File: config.mk
export PLATFORM = sky130hd
export DESIGN_NAME = player_input_cond
export DESIGN_NICKNAME = d
export VERILOG_FILES = /design/src/rtl/input_pkg.sv /design/src/rtl/btn_debounce.sv /design/src/rtl/player_input_cond.sv
export SDC_FILE = /design/constraint.sdc
export NUM_CORES = 1
export LEC_CHECK = 0
export ABC_AREA = 1
export CORE_ASPECT_RATIO = 0.9
export CORE_UTILIZATION = 61
export CTS_BUF_LIST = sky130_fd_sc_hd__clkbuf_8
export CTS_CLUSTER_DIAMETER = 80
export DETAILED_ROUTE_END_ITERATION = 7
export PLACE_DENSITY = 0.82
export SLEW_MARGIN = 20
export SYNTH_ARGS = -nofsm -noshare
export SYNTH_HDL_FRONTEND = slang
export SYNTH_HIERARCHICAL = 1
export SYNTH_SLANG_ARGS = --single-unit
File: constraint.sdc
create_clock -name clk_65mhz -period 2.9 [get_ports clk_65mhz]
set_input_delay 0.58 -clock clk_65mhz [delete_from_list [all_inputs] [get_ports clk_65mhz]]
set_output_delay 0.58 -clock clk_65mhz [all_outputs]
set_load 0.03 [all_outputs]
File: src/rtl/input_pkg.sv
// Shared definitions for the player input conditioning block: button bit
// indices, the button vector type and the direction-resolution helper.
package input_pkg;

  localparam int unsigned BTN_LEFT  = 0;
  localparam int unsigned BTN_RIGHT = 1;
  localparam int unsigned BTN_UP    = 2;
  localparam int unsigned BTN_DOWN  = 3;
  localparam int unsigned BTN_CHOP  = 4;
  localparam int unsigned BTN_CARRY = 5;
  localparam int unsigned NUM_BTN   = 6;

  // Bit positions inside the two-entry action vectors {carry, chop}
  localparam int unsigned ACT_CHOP  = 0;
  localparam int unsigned ACT_CARRY = 1;

  typedef logic [NUM_BTN-1:0] btn_vec_t;

  typedef struct packed {
    logic up;
    logic down;
    logic left;
    logic right;
  } dir_t;

  // Opposing pairs cancel, then fixed priority up > down > left > right,
  // so at most one direction survives.
  function automatic dir_t resolve_dirs(input btn_vec_t b);
    dir_t res;
    logic u, d, l, r;
    u = b[BTN_UP]    & ~b[BTN_DOWN];
    d = b[BTN_DOWN]  & ~b[BTN_UP];
    l = b[BTN_LEFT]  & ~b[BTN_RIGHT];
    r = b[BTN_RIGHT] & ~b[BTN_LEFT];
    res.up    = u;
    res.down  = d & ~u;
    res.left  = l & ~(u | d);
    res.right = r & ~(u | d | l);
    return res;
  endfunction

endpackage

File: src/rtl/btn_debounce.sv
// Single-button conditioner: two-flop synchroniser followed by a counter
// debounce. The stable level flips only after the synced input has differed
// from it for DEBOUNCE_CYCLES consecutive cycles.
module btn_debounce #(
  parameter int unsigned DEBOUNCE_CYCLES = 650000,
  parameter int unsigned CNT_W           = 20
) (
  input  logic clk_i,
  input  logic reset_n_i,
  input  logic btn_raw_i,
  output logic stable_o
);

  localparam logic [CNT_W-1:0] CNT_LAST = CNT_W'(DEBOUNCE_CYCLES - 1);

  logic             sync1_q, sync2_q;
  logic             stable_q, stable_d;
  logic [CNT_W-1:0] cnt_q, cnt_d;

  // Counter runs only while synced input disagrees with the stable level
  always_comb begin
    stable_d = stable_q;
    cnt_d    = '0;
    if (sync2_q != stable_q) begin
      if (cnt_q == CNT_LAST) begin
        stable_d = ~stable_q;
      end else begin
        cnt_d = cnt_q + CNT_W'(1);
      end
    end
  end

  // Synchroniser, counter and stable level registers
  always_ff @(posedge clk_i) begin
    if (!reset_n_i) begin
      sync1_q  <= 1'b0;
      sync2_q  <= 1'b0;
      stable_q <= 1'b0;
      cnt_q    <= '0;
    end else begin
      sync1_q  <= btn_raw_i;
      sync2_q  <= sync1_q;
      stable_q <= stable_d;
      cnt_q    <= cnt_d;
    end
  end

  assign stable_o = stable_q;

endmodule

File: src/rtl/player_input_cond.sv
// Player input conditioning: debounces the six board buttons, resolves
// direction conflicts and turns chop/carry presses into one-frame events.
// Directions and actions update only on a vsync rising edge.
// Optional chop auto-repeat is enabled by PLAYER_INPUT_AUTOREPEAT_EN.
module player_input_cond #(
  parameter int unsigned DEBOUNCE_CYCLES    = 650000,
  parameter int unsigned CNT_W              = 20,
  parameter int unsigned CHOP_REPEAT_FRAMES = 8
) (
  input  logic       clk_65mhz,
  input  logic       reset_n,
  input  logic [5:0] btn_raw,
  input  logic       vsync,
  output logic       left,
  output logic       right,
  output logic       up,
  output logic       down,
  output logic       chop,
  output logic       carry,
  output logic       frame_tick,
  output logic [5:0] btn_stable
);

  import input_pkg::*;

  if ((64'd1 << CNT_W) <= 64'(DEBOUNCE_CYCLES)) begin : g_bad_cnt_w
    $error("CNT_W too narrow for DEBOUNCE_CYCLES");
  end
  if (CHOP_REPEAT_FRAMES < 1) begin : g_bad_repeat
    $error("CHOP_REPEAT_FRAMES must be at least 1");
  end

  btn_vec_t   stable;
  logic       vsync_q;
  dir_t       dir_res, dir_q, dir_d;
  logic [1:0] act_lvl, act_prev_q, act_rise;
  logic [1:0] sticky_q, sticky_d;
  logic [1:0] act_q, act_d;
  logic       rpt_fire;

  for (genvar i = 0; i < NUM_BTN; i++) begin : g_btn
    btn_debounce #(
      .DEBOUNCE_CYCLES (DEBOUNCE_CYCLES),
      .CNT_W           (CNT_W)
    ) u_db (
      .clk_i     (clk_65mhz),
      .reset_n_i (reset_n),
      .btn_raw_i (btn_raw[i]),
      .stable_o  (stable[i])
    );
  end

  // Gated by reset_n so a vsync edge cannot pulse the output while in reset;
  // a still-high vsync at release ticks immediately since vsync_q is cleared.
  assign frame_tick = vsync & ~vsync_q & reset_n;

  assign dir_res  = resolve_dirs(stable);
  assign act_lvl  = {stable[BTN_CARRY], stable[BTN_CHOP]};
  assign act_rise = act_lvl & ~act_prev_q;

`ifdef PLAYER_INPUT_AUTOREPEAT_EN
  localparam int unsigned RPT_W =
    (CHOP_REPEAT_FRAMES > 1) ? $clog2(CHOP_REPEAT_FRAMES) : 1;
  localparam logic [RPT_W-1:0] RPT_LAST = RPT_W'(CHOP_REPEAT_FRAMES - 1);

  logic [RPT_W-1:0] rpt_cnt_q, rpt_cnt_d;

  // Count frames while chop is held; fire a repeat every CHOP_REPEAT_FRAMES
  always_comb begin
    rpt_cnt_d = rpt_cnt_q;
    rpt_fire  = 1'b0;
    if (!act_lvl[ACT_CHOP]) begin
      rpt_cnt_d = '0;
    end else if (frame_tick) begin
      if (rpt_cnt_q == RPT_LAST) begin
        rpt_fire  = 1'b1;
        rpt_cnt_d = '0;
      end else begin
        rpt_cnt_d = rpt_cnt_q + RPT_W'(1);
      end
    end
  end

  // Auto-repeat frame counter
  always_ff @(posedge clk_65mhz) begin
    if (!reset_n) begin
      rpt_cnt_q <= '0;
    end else begin
      rpt_cnt_q <= rpt_cnt_d;
    end
  end
`else
  assign rpt_fire = 1'b0;
`endif

  // Frame-gated output update and sticky press capture
  always_comb begin
    dir_d    = dir_q;
    act_d    = act_q;
    sticky_d = sticky_q | act_rise;
    if (frame_tick) begin
      dir_d    = dir_res;
      act_d    = sticky_q | act_rise;
      sticky_d = '0;
    end
    // A repeat fires on the tick itself, so it must survive the tick clear
    sticky_d[ACT_CHOP] = sticky_d[ACT_CHOP] | rpt_fire;
  end

  // Output, sticky and edge-history registers
  always_ff @(posedge clk_65mhz) begin
    if (!reset_n) begin
      vsync_q    <= 1'b0;
      dir_q      <= '0;
      act_q      <= '0;
      sticky_q   <= '0;
      act_prev_q <= '0;
    end else begin
      vsync_q    <= vsync;
      dir_q      <= dir_d;
      act_q      <= act_d;
      sticky_q   <= sticky_d;
      act_prev_q <= act_lvl;
    end
  end

  assign up         = dir_q.up;
  assign down       = dir_q.down;
  assign left       = dir_q.left;
  assign right      = dir_q.right;
  assign chop       = act_q[ACT_CHOP];
  assign carry      = act_q[ACT_CARRY];
  assign btn_stable = stable;

endmodule
==> flow_metrics.env <==
export IMPL_status="completed"
export IMPL_switching_share_pct=21.8
export IMPL_period_share_pct=77.5
export IMPL_dieHeight_um=108
export IMPL_critPathRequiredTime_ns=2.32
export IMPL_worst_slew_pin_slew_ns=0.428
export IMPL_diodes=0
export IMPL_cts_tree="yes"
export IMPL_synthTopCellsByArea="dfxtp_1, nand2_1, nor2_1"
export IMPL_p_comb_share_pct=1.9
export IMPL_synthArstFlopShare_pct=0
export IMPL_vias_per_cell=5.01
export IMPL_power_frac_seq_pct=56.9
export IMPL_syn_avg_cell_area_um2=6.77
export IMPL_drc_errors=0
export IMPL_root_buffer="clkbuf_8"
export IMPL_synthesis_area_mm2=0.00761
export IMPL_dp_final_hpwl_um=10900
export IMPL_dpl_instance_area_mm2=0.00793
export IMPL_dieWidth_um=120
export IMPL_clockBufferDepth=2
export IMPL_yosysSeqAreaShare_pct=39.2
export IMPL_area_growth_synth_to_final_pct=9.04
export IMPL_post_cts_setup_buffers=0
export IMPL_synthTopCellsByCount="nand2_1, nor2_1, dfxtp_1"
export IMPL_crit_type="input port to output pin"
export IMPL_whs_ns=0.415
export IMPL_clkLatencyLatePin_ns=0.45
export IMPL_power_mw=3.63
export IMPL_peakVddDrop_v=0.000441
export IMPL_yosysTopAreaCell="dfxtp_1"
export IMPL_wirelength_um=15000
export IMPL_finalClockSkew_ns=0.00460
export IMPL_layout_min_cycle_time_ns=2.25
export IMPL_antenna_found_initial=0
export IMPL_cts_buffers=17
export IMPL_hold_violations=0
export IMPL_grtUsageTotal_pct=25.3
export IMPL_io_pins=22
export IMPL_worstPathArrival_ns=1.67
export IMPL_max_slew_margin_pct=71.4
export IMPL_syn_num_nets=1141
export IMPL_maxSlewViolCount=0
export IMPL_cts_resized=0
export IMPL_ys_ff_latch=149
export IMPL_initial_utilization_pct=62.8
export IMPL_min_path_type="register to register"
export IMPL_grt_overflow_total=0
export IMPL_leakagePower_nw=2.84
export IMPL_powerDensity_mw_per_mm2=437
export IMPL_clk_pin_slew_ns=0.07
export IMPL_detail_route_antenna_nets=0
export IMPL_vias=6642
export IMPL_grt_pass1_wl_um=26400
export IMPL_port_buffers=21
export IMPL_rows=38
export IMPL_htree_levels=4
export IMPL_p_switching_mw=0.789
export IMPL_drt_iter0_markers=508
export IMPL_setup_violations=0
export IMPL_dieArea_mm2=0.0129
export IMPL_ys_flop_type="dfxtp_1"
export IMPL_max_cap_violations=0
export IMPL_crit_fanout=6
export IMPL_tns_ns=0
export IMPL_utilization_pct=68.5
export IMPL_clock_sinks=149
export IMPL_gp_congestion=0.878
export IMPL_yosysMostFrequentCell="nand2_1"
export IMPL_fmax_ghz=0.445
export IMPL_grt_pass1_vias=6170
export IMPL_hold_buffers=0
export IMPL_final_nets=1170
export IMPL_cp_end_kind="output pin"
export IMPL_synth_top_cell_area_share_pct=39.2
export IMPL_synth_enable_flop_cells=0
export IMPL_worstSetupStartpointType="input port"
export IMPL_grt_max_degree=27
export IMPL_p_int_mw=2.84
export IMPL_drt_pass1_iter_count=7
export IMPL_fin_area_mm2=0.00830
export IMPL_wl_per_cell_um=11.3
export IMPL_rsz0062_at_grt="no"
export IMPL_power_frac_clock_pct=41.2
export IMPL_ys_warnings_count=6
export IMPL_core_area_mm2=0.0121
export IMPL_final_layout_size_suffix_gt1_share_pct=8.76
export IMPL_synth_cell_types=25
export IMPL_synth_cells=1124
[registers in the layout, summed over array words and instances, names as in the netlist, 2 cells and up]
name and flops:
g_btn.u_db/cnt_q 120, g_btn.u_db/stable_o 6, g_btn.u_db/sync1_q 6, g_btn.u_db/sync2_q 6
act_prev_q 2, act_q 2, sticky_q 2
[layout make-up]
class | count | area (um2)
inverters | 135 | 507
fillers | 1072 | 3820
flip-flops and latches | 149 | 2980
clock inverters | 10 | 81.3
clock buffers | 21 | 289
multi-input cells | 828 | 4030
well taps | 160 | 200
repair buffers | 22 | 215
[worst max-delay path: stages]
cell             delay (ns)
clkdlybuf4s50_1        0.57
nand2_2                0.11
nor2_4                 0.20
buf_4                  0.20
[cell usage in the layout, fill, tap and decap left out, types with 7 or more instances in the layout]
master / n
nand4_1: 12
nor2_2: 30
dfxtp_1: 149
nand2_1: 284
ha_1: 8
xnor2_1: 24
nand3_1: 90
xor2_1: 18
o21bai_1: 7
nand2_2: 7
inv_2: 7
nor2_1: 224
a21oi_1: 50
nand3_2: 7
or2_0: 12
nor2_4: 7
clkdlybuf4s50_1: 20
inv_1: 129
o21ai_0: 18
clkbuf_8: 21
[per-layer routing]
layer | wire length (um) | GRT usage (%) | vias up
met5 | 0 | 0 | -
met4 | 263 | 10.9 | 0
met3 | 653 | 5.54 | 20
met2 | 6930 | 42.2 | 133
met1 | 7120 | 31.7 | 2929
li1 | - | - | 3560
[logic make-up (layout without fill, tap and decap cells)]
logic type	count (synthesis)	count (layout)	share of synthesized area, %
XOR/XNOR	42	42	4.83
buffers and inverters	147	188	7.94
adder cells (fa/ha/maj)	8	8	1.31
AND/OR/NAND/NOR	691	691	39.5
AO/OA/AOI/OAI	87	87	7.23
flip-flops	149	149	39.2
[power groups by stage]
stage	clock, mW	sequential, mW	combinational, mW
6_report	1.49	2.06	0.0699
5_1_grt	1.64	2.06	0.0795
4_1_cts	1.53	2.06	0.0709
3_5_place_dp	0	2.11	0.0705
3_3_place_gp	0	2.11	0.0693
2_1_floorplan	0	2.11	0.0430
[worst paths after layout]
| path | startpoint | to | slack [ns] | cells past startpoint |
|---|---|---|---|---|
| worst min-delay path | g_btn[2].u_db/sync1_q | g_btn[2].u_db/sync2_q | 0.41 | 2 |
| worst min register to register | g_btn[2].u_db/sync1_q | g_btn[2].u_db/sync2_q | 0.41 | 2 |
| worst max register to register | g_btn[0].u_db/cnt_q[0] | g_btn[0].u_db/cnt_q[14] | 1.29 | 6 |
| worst max-delay path | reset_n | frame_tick | 0.65 | 4 |
[through the flow]
step | setup slack, ns | instances
finish | 0.652 | 1325
global route | 0.586 | 1325
CTS | 0.633 | 1325
detailed placement | 0.533 | 1294
global placement | 0.616 | 1294
floorplan | 1.44 | 1124
Note: power is estimated with default switching activity, not from simulation.
==> edit 1: new RTL, same settings <==
`CNT_W` is set to 20 in 2 places; all go to 21.
--- a/src/rtl/btn_debounce.sv
+++ b/src/rtl/btn_debounce.sv
@@ -3,7 +3,7 @@
 // from it for DEBOUNCE_CYCLES consecutive cycles.
 module btn_debounce #(
   parameter int unsigned DEBOUNCE_CYCLES = 650000,
-  parameter int unsigned CNT_W           = 20
+  parameter int unsigned CNT_W           = 21
 ) (
   input  logic clk_i,
   input  logic reset_n_i,
--- a/src/rtl/player_input_cond.sv
+++ b/src/rtl/player_input_cond.sv
@@ -4,7 +4,7 @@
 // Optional chop auto-repeat is enabled by PLAYER_INPUT_AUTOREPEAT_EN.
 module player_input_cond #(
   parameter int unsigned DEBOUNCE_CYCLES    = 650000,
-  parameter int unsigned CNT_W              = 20,
+  parameter int unsigned CNT_W              = 21,
   parameter int unsigned CHOP_REPEAT_FRAMES = 8
 ) (
   input  logic       clk_65mhz,
Behaviour: no difference found for any inputs over 10 cycles, from zero or initial values and one cycle with reset_n low; that may be too few to reach the edited logic, so the function may still have changed.
==> edit 1 against the unedited design <==
- sequential power increased by 4%
- final area increased by 1.7%
- cell count increased by 0.23%
- sequential cell count increased by 6
- utilization increased by 0.92 points
- worst setup slack improved by 8.8 ps
- routed wire length increased by 0.70%
- total power increased by 7.9%
- synthesized area increased by 1.2%
- count of clock-buffer cells in the layout increased by 1
- highest routed layer unchanged
==> edit 1: results (changes against the unedited design) <==
- Status: finished, final reports clean (unchanged)
- Clock skew: 6.270 ps (was 4.602 ps)
- Met3 usage: 6.224% (was 5.538%)
- H-Tree Depth: 4 (unchanged)
- Largest register FFs: 126 (was 120)
- Filler cells: 1079 (was 1072)
- GP Congestion: 0.8736 (was 0.8777)
- Vias post-DR: 6716 (was 6642)
- Largest net degree at the start of global routing: 21 (was 27)
- Antenna violations before repair: 0 (unchanged)
- Worst IR Drop VDD: 0.0003437 V (was 0.0004410 V)
- WL/cell: 11.35 µm (was 11.30 µm)
- Vias in the first global route: 6038 (was 6170)
- Root Driver: clkbuf_8 (unchanged)
- Min-Delay Path Class: reg2reg (unchanged)
- Grt met1 use: 33.31% (was 31.74%)
- Fin cells: 1328 (was 1325)
- Largest reg by FF count: g_btn.u_db/cnt_q (unchanged)
- Share of cells above drive strength 1: 10.27% (was 8.755%)
- Leak Pwr: 2.773 nW (was 2.836 nW)
- Post-Syn Area per Cell: 6.854 µm² (was 6.774 µm²)
- Placed Cells incl. Taps: 1296 (was 1294)
- Library cells used by synthesis: 23 (was 25)
- Clock tree buffer depth: 2 (unchanged)
- Seq/Total Area, Yosys: 40.28% (was 39.18%)
- Dpl hpwl: 10.97 mm (was 10.95 mm)
- Dpl cell area: 8021 µm² (was 7931 µm²)
- DR pass1 iterations: 5 (was 7)
- CP top delay family: buffers and inverters (unchanged)
- GR Util met2: 40.89% (was 42.20%)
- Slew HR: 70.80% (was 71.38%)
- Slowest stage delay, CP: 730 ps (was 570 ps)
- Post-synth top cells: nand2_1, nor2_1, dfxtp_1, inv_1, a21oi_1 (was nand2_1, nor2_1, dfxtp_1, inv_1, nand3_1)
- # nets final: 1172 (was 1170)
- Main area contributors after synthesis: dfxtp_1, nand2_1, nor2_1, inv_1, a21oi_1 (was dfxtp_1, nand2_1, nor2_1, inv_1, nand3_1)
- First-pass GRT wire length: 26.51 mm (was 26.36 mm)
- Total GRT Usage: 25.13% (was 25.32%)
- DRT iter0 DRCs: 391 (was 508)
-- edit 1: cell count changes after synthesis, sizes merged, moves of 12 or more --
cell and change:
nand3 -24, nand4 -12, or2 +18, inv -36, nor2 +12, a21oi +18
nand2 +42
-- edit 1: final cells by class --
type	instances	area [µm²]	area share [%]
multi-input cells	858	4116	48.73
flip-flops and latches	155	3103	36.74
repair buffers	24	230.2	2.726
inverters	99	371.6	4.399
well taps	160	200.2	2.370
clock buffers	22	302.8	3.585
clock inverters	10	122.6	1.452
-- edit 1: worst paths after layout --
| check | start | endpoint | slack [ps] | depth (start not counted) |
|---|---|---|---|---|
| worst max register to register | g_btn[3].u_db/cnt_q[0] | g_btn[3].u_db/cnt_q[9] | 1170 | 6 |
| worst min register to register | g_btn[0].u_db/sync1_q | g_btn[0].u_db/sync2_q | 410 | 2 |
| worst max-delay path | g_btn[1].u_db/stable_o | btn_stable[1] | 660 | 1 |
| worst min-delay path | g_btn[0].u_db/sync1_q | g_btn[0].u_db/sync2_q | 410 | 2 |
-- edit 1: stage by stage --
step | setup slack [ps] | power [W]
after global routing | 586.7 | 0.004062
after CTS | 622.8 | 0.003952
after detailed placement | 581.3 | 0.002260
final | 660.8 | 0.003910
after floorplan | 1440 | 0.002234
after global placement | 625.9 | 0.002259
-- edit 1: layer usage --
metal	up-vias	share of wire, %
li1	3550	-
met5	-	0
met3	13	4.9
met1	3022	49
met2	131	45
met4	0	0.84
-- edit 1: cell families after synthesis --
group           count (synthesis)  share of synthesized area (%)
simple gates                  721                          40.90
flops                         155                          40.28
buf+inv                       111                          6.285
compound gates                 87                          6.464
xor+xnor                       42                          4.775
fa+ha+maj                       8                          1.299
-- edit 1: power breakdown --
group          leakage, nW  internal [W]  switching (W)  total [W]
sequential            1.25       0.00214     0.00000858    0.00215
combinational         1.29     0.0000236      0.0000403  0.0000640
clock                0.230      0.000952       0.000748    0.00170
total                 2.77       0.00311       0.000796    0.00391
==> edit 2: new RTL, same settings <==
Without the edit above. Register the inputs `btn_raw` and `vsync` before use, without a reset. The logic sees them one clock later.
--- a/src/rtl/player_input_cond.sv
+++ b/src/rtl/player_input_cond.sv
@@ -23,6 +23,14 @@
 
   import input_pkg::*;
 
+  logic [5:0] btn_raw_q;
+  logic vsync_r;
+
+  always_ff @(posedge clk_65mhz) begin
+    btn_raw_q <= btn_raw;
+    vsync_r   <= vsync;
+  end
+
   if ((64'd1 << CNT_W) <= 64'(DEBOUNCE_CYCLES)) begin : g_bad_cnt_w
     $error("CNT_W too narrow for DEBOUNCE_CYCLES");
   end
@@ -45,14 +53,14 @@
     ) u_db (
       .clk_i     (clk_65mhz),
       .reset_n_i (reset_n),
-      .btn_raw_i (btn_raw[i]),
+      .btn_raw_i (btn_raw_q[i]),
       .stable_o  (stable[i])
     );
   end
 
   // Gated by reset_n so a vsync edge cannot pulse the output while in reset;
   // a still-high vsync at release ticks immediately since vsync_q is cleared.
-  assign frame_tick = vsync & ~vsync_q & reset_n;
+  assign frame_tick = vsync_r & ~vsync_q & reset_n;
 
   assign dir_res  = resolve_dirs(stable);
   assign act_lvl  = {stable[BTN_CARRY], stable[BTN_CHOP]};
@@ -116,7 +124,7 @@
       sticky_q   <= '0;
       act_prev_q <= '0;
     end else begin
-      vsync_q    <= vsync;
+      vsync_q    <= vsync_r;
       dir_q      <= dir_d;
       act_q      <= act_d;
       sticky_q   <= sticky_d;
Function: changed (Yosys sat finds a counterexample within 4 cycles, from zero or initial values and one cycle with reset_n low).
==> edit 2 against the unedited design <==
- hold slack hardly changed
- die area is 1.8% higher
- non-clock buffer count stayed put
- sequential power is 5% higher
- sequential cell count is 7 higher
- worst setup slack better by 15 ps
- utilization is 0.84 points higher
- highest routed layer unchanged
- count of clock-buffer cells in the layout is 1 lower
- total power is 6.1% higher
- routed wire length is 1.7% higher
- first-iteration DRC count is 18% lower
- critical endpoint is now btn_stable[3]
- synthesized area is 1.8% higher
- synthesized cell count is 0.62% higher
- final area is 2.0% higher
==> edit 2: results (changes against the unedited design) <==
- Status: finished, final reports clean (unchanged)
- R2R Path Start: g_btn[5].u_db/cnt_q[0] (was g_btn[0].u_db/cnt_q[0])
- DRT iter0 DRCs: 415 (was 508)
- GR Util met2: 41.35% (was 42.20%)
- Worst IR Drop VDD: 0.0003840 V (was 0.0004410 V)
- Dpl hpwl: 11.12 mm (was 10.95 mm)
- Clock tree buffer depth: 2 (unchanged)
- Slew HR: 71.45% (was 71.38%)
- DR pass1 iterations: 5 (was 7)
- GP Congestion: 0.8738 (was 0.8777)
- Vias per std cell: 5.075 (was 5.013)
- Antenna cells: 0 (unchanged)
- WL/cell: 11.42 µm (was 11.30 µm)
- Total GRT Usage: 24.89% (was 25.32%)
- Vias in the first global route: 6173 (was 6170)
- Main area contributors after synthesis: dfxtp_1, nand2_1, nor2_1, inv_1, nand3_1 (unchanged)
- Met3 usage: 4.550% (was 5.538%)
- Leak Pwr: 2.901 nW (was 2.836 nW)
- Worst slack, placed: 633.6 ps (was 533.4 ps)
- First-pass GRT wire length: 26.35 mm (was 26.36 mm)
- Largest net degree at the start of global routing: 29 (was 27)
- Net Sw Frac: 21.77% (was 21.75%)
- Filler cells: 1059 (was 1072)
- Share of cells above drive strength 1: 8.696% (was 8.755%)
- Post-synth ARST share: 0% (unchanged)
- Metal3 WL: 563 µm (was 653 µm)
- Grt met1 use: 30.70% (was 31.74%)
- Dpl cell area: 8071 µm² (was 7931 µm²)
- P_comb: 0.0000685 W (was 0.0000699 W)
- Min-Delay Path Class: reg2reg (unchanged)
- Placed Cells incl. Taps: 1301 (was 1294)
- Worst EP arrival: 1650 ps (was 1670 ps)
- # nets final: 1177 (was 1170)
- Peak fanout along the critical path: 6 (unchanged)
- Clk pwr share: 41.9% (was 41.2%)
- CTS clock-pin slew for the worst setup and hold paths: 80 ps
- Slowest stage delay, CP: 720 ps (was 570 ps)
- Synthesized instance count: 1131 (was 1124)
- Final wirelength: 15.22 mm (was 14.97 mm)
- Critical Path Start: g_btn[3].u_db/stable_o (was reset_n)
- Highest-power group: registers (unchanged)
- Clock skew: 9.912 ps (was 4.602 ps)
- Top sig layer: met4 (unchanged)
- Largest register FFs: 120 (unchanged)
- Hold_sp: g_btn[0].u_db/sync1_q (was g_btn[2].u_db/sync1_q)
- Post-synth top cells: nand2_1, nor2_1, dfxtp_1, inv_1, nand3_1 (unchanged)
- Pwr Density: 454.1 nW/µm² (was 436.7 nW/µm²)
- Seq/Total Area, Yosys: 40.28% (was 39.18%)
- M1 wire length: 7.227 mm (was 7.121 mm)
- Met2 WL: 7.033 mm (was 6.932 mm)
[edit 2: layout make-up]
class	count	area [µm²]	share of cell area [%]
Inverter	135	506.7	5.983
Sequential cell	156	3123	36.87
Clock buffer	20	275.3	3.250
Multi-Input combinational cell	828	4026	47.54
Timing Repair Buffer	22	215.2	2.541
Clock inverter	12	122.6	1.448
Tap cell	160	200.2	2.364
[edit 2: path summary, 6_finish.rpt]
path | to | slack (ps) | cells past startpoint
max | btn_stable[3] | 670 | 1
min | g_btn[0].u_db/sync2_q | 410 | 2
max reg2reg | g_btn[5].u_db/cnt_q[10] | 1290 | 6
min reg2reg | g_btn[0].u_db/sync2_q | 410 | 2
[edit 2: kinds of logic (layout without fill, tap and decap cells)]
family          count (synthesis)  count (layout)  synth area share (%)
buf+inv                       147             189                 7.794
simple gates                  691             691                 38.79
flops                         156             156                 40.28
compound gates                 87              87                 7.100
xor+xnor                       42              42                 4.744
fa+ha+maj                       8               8                 1.291
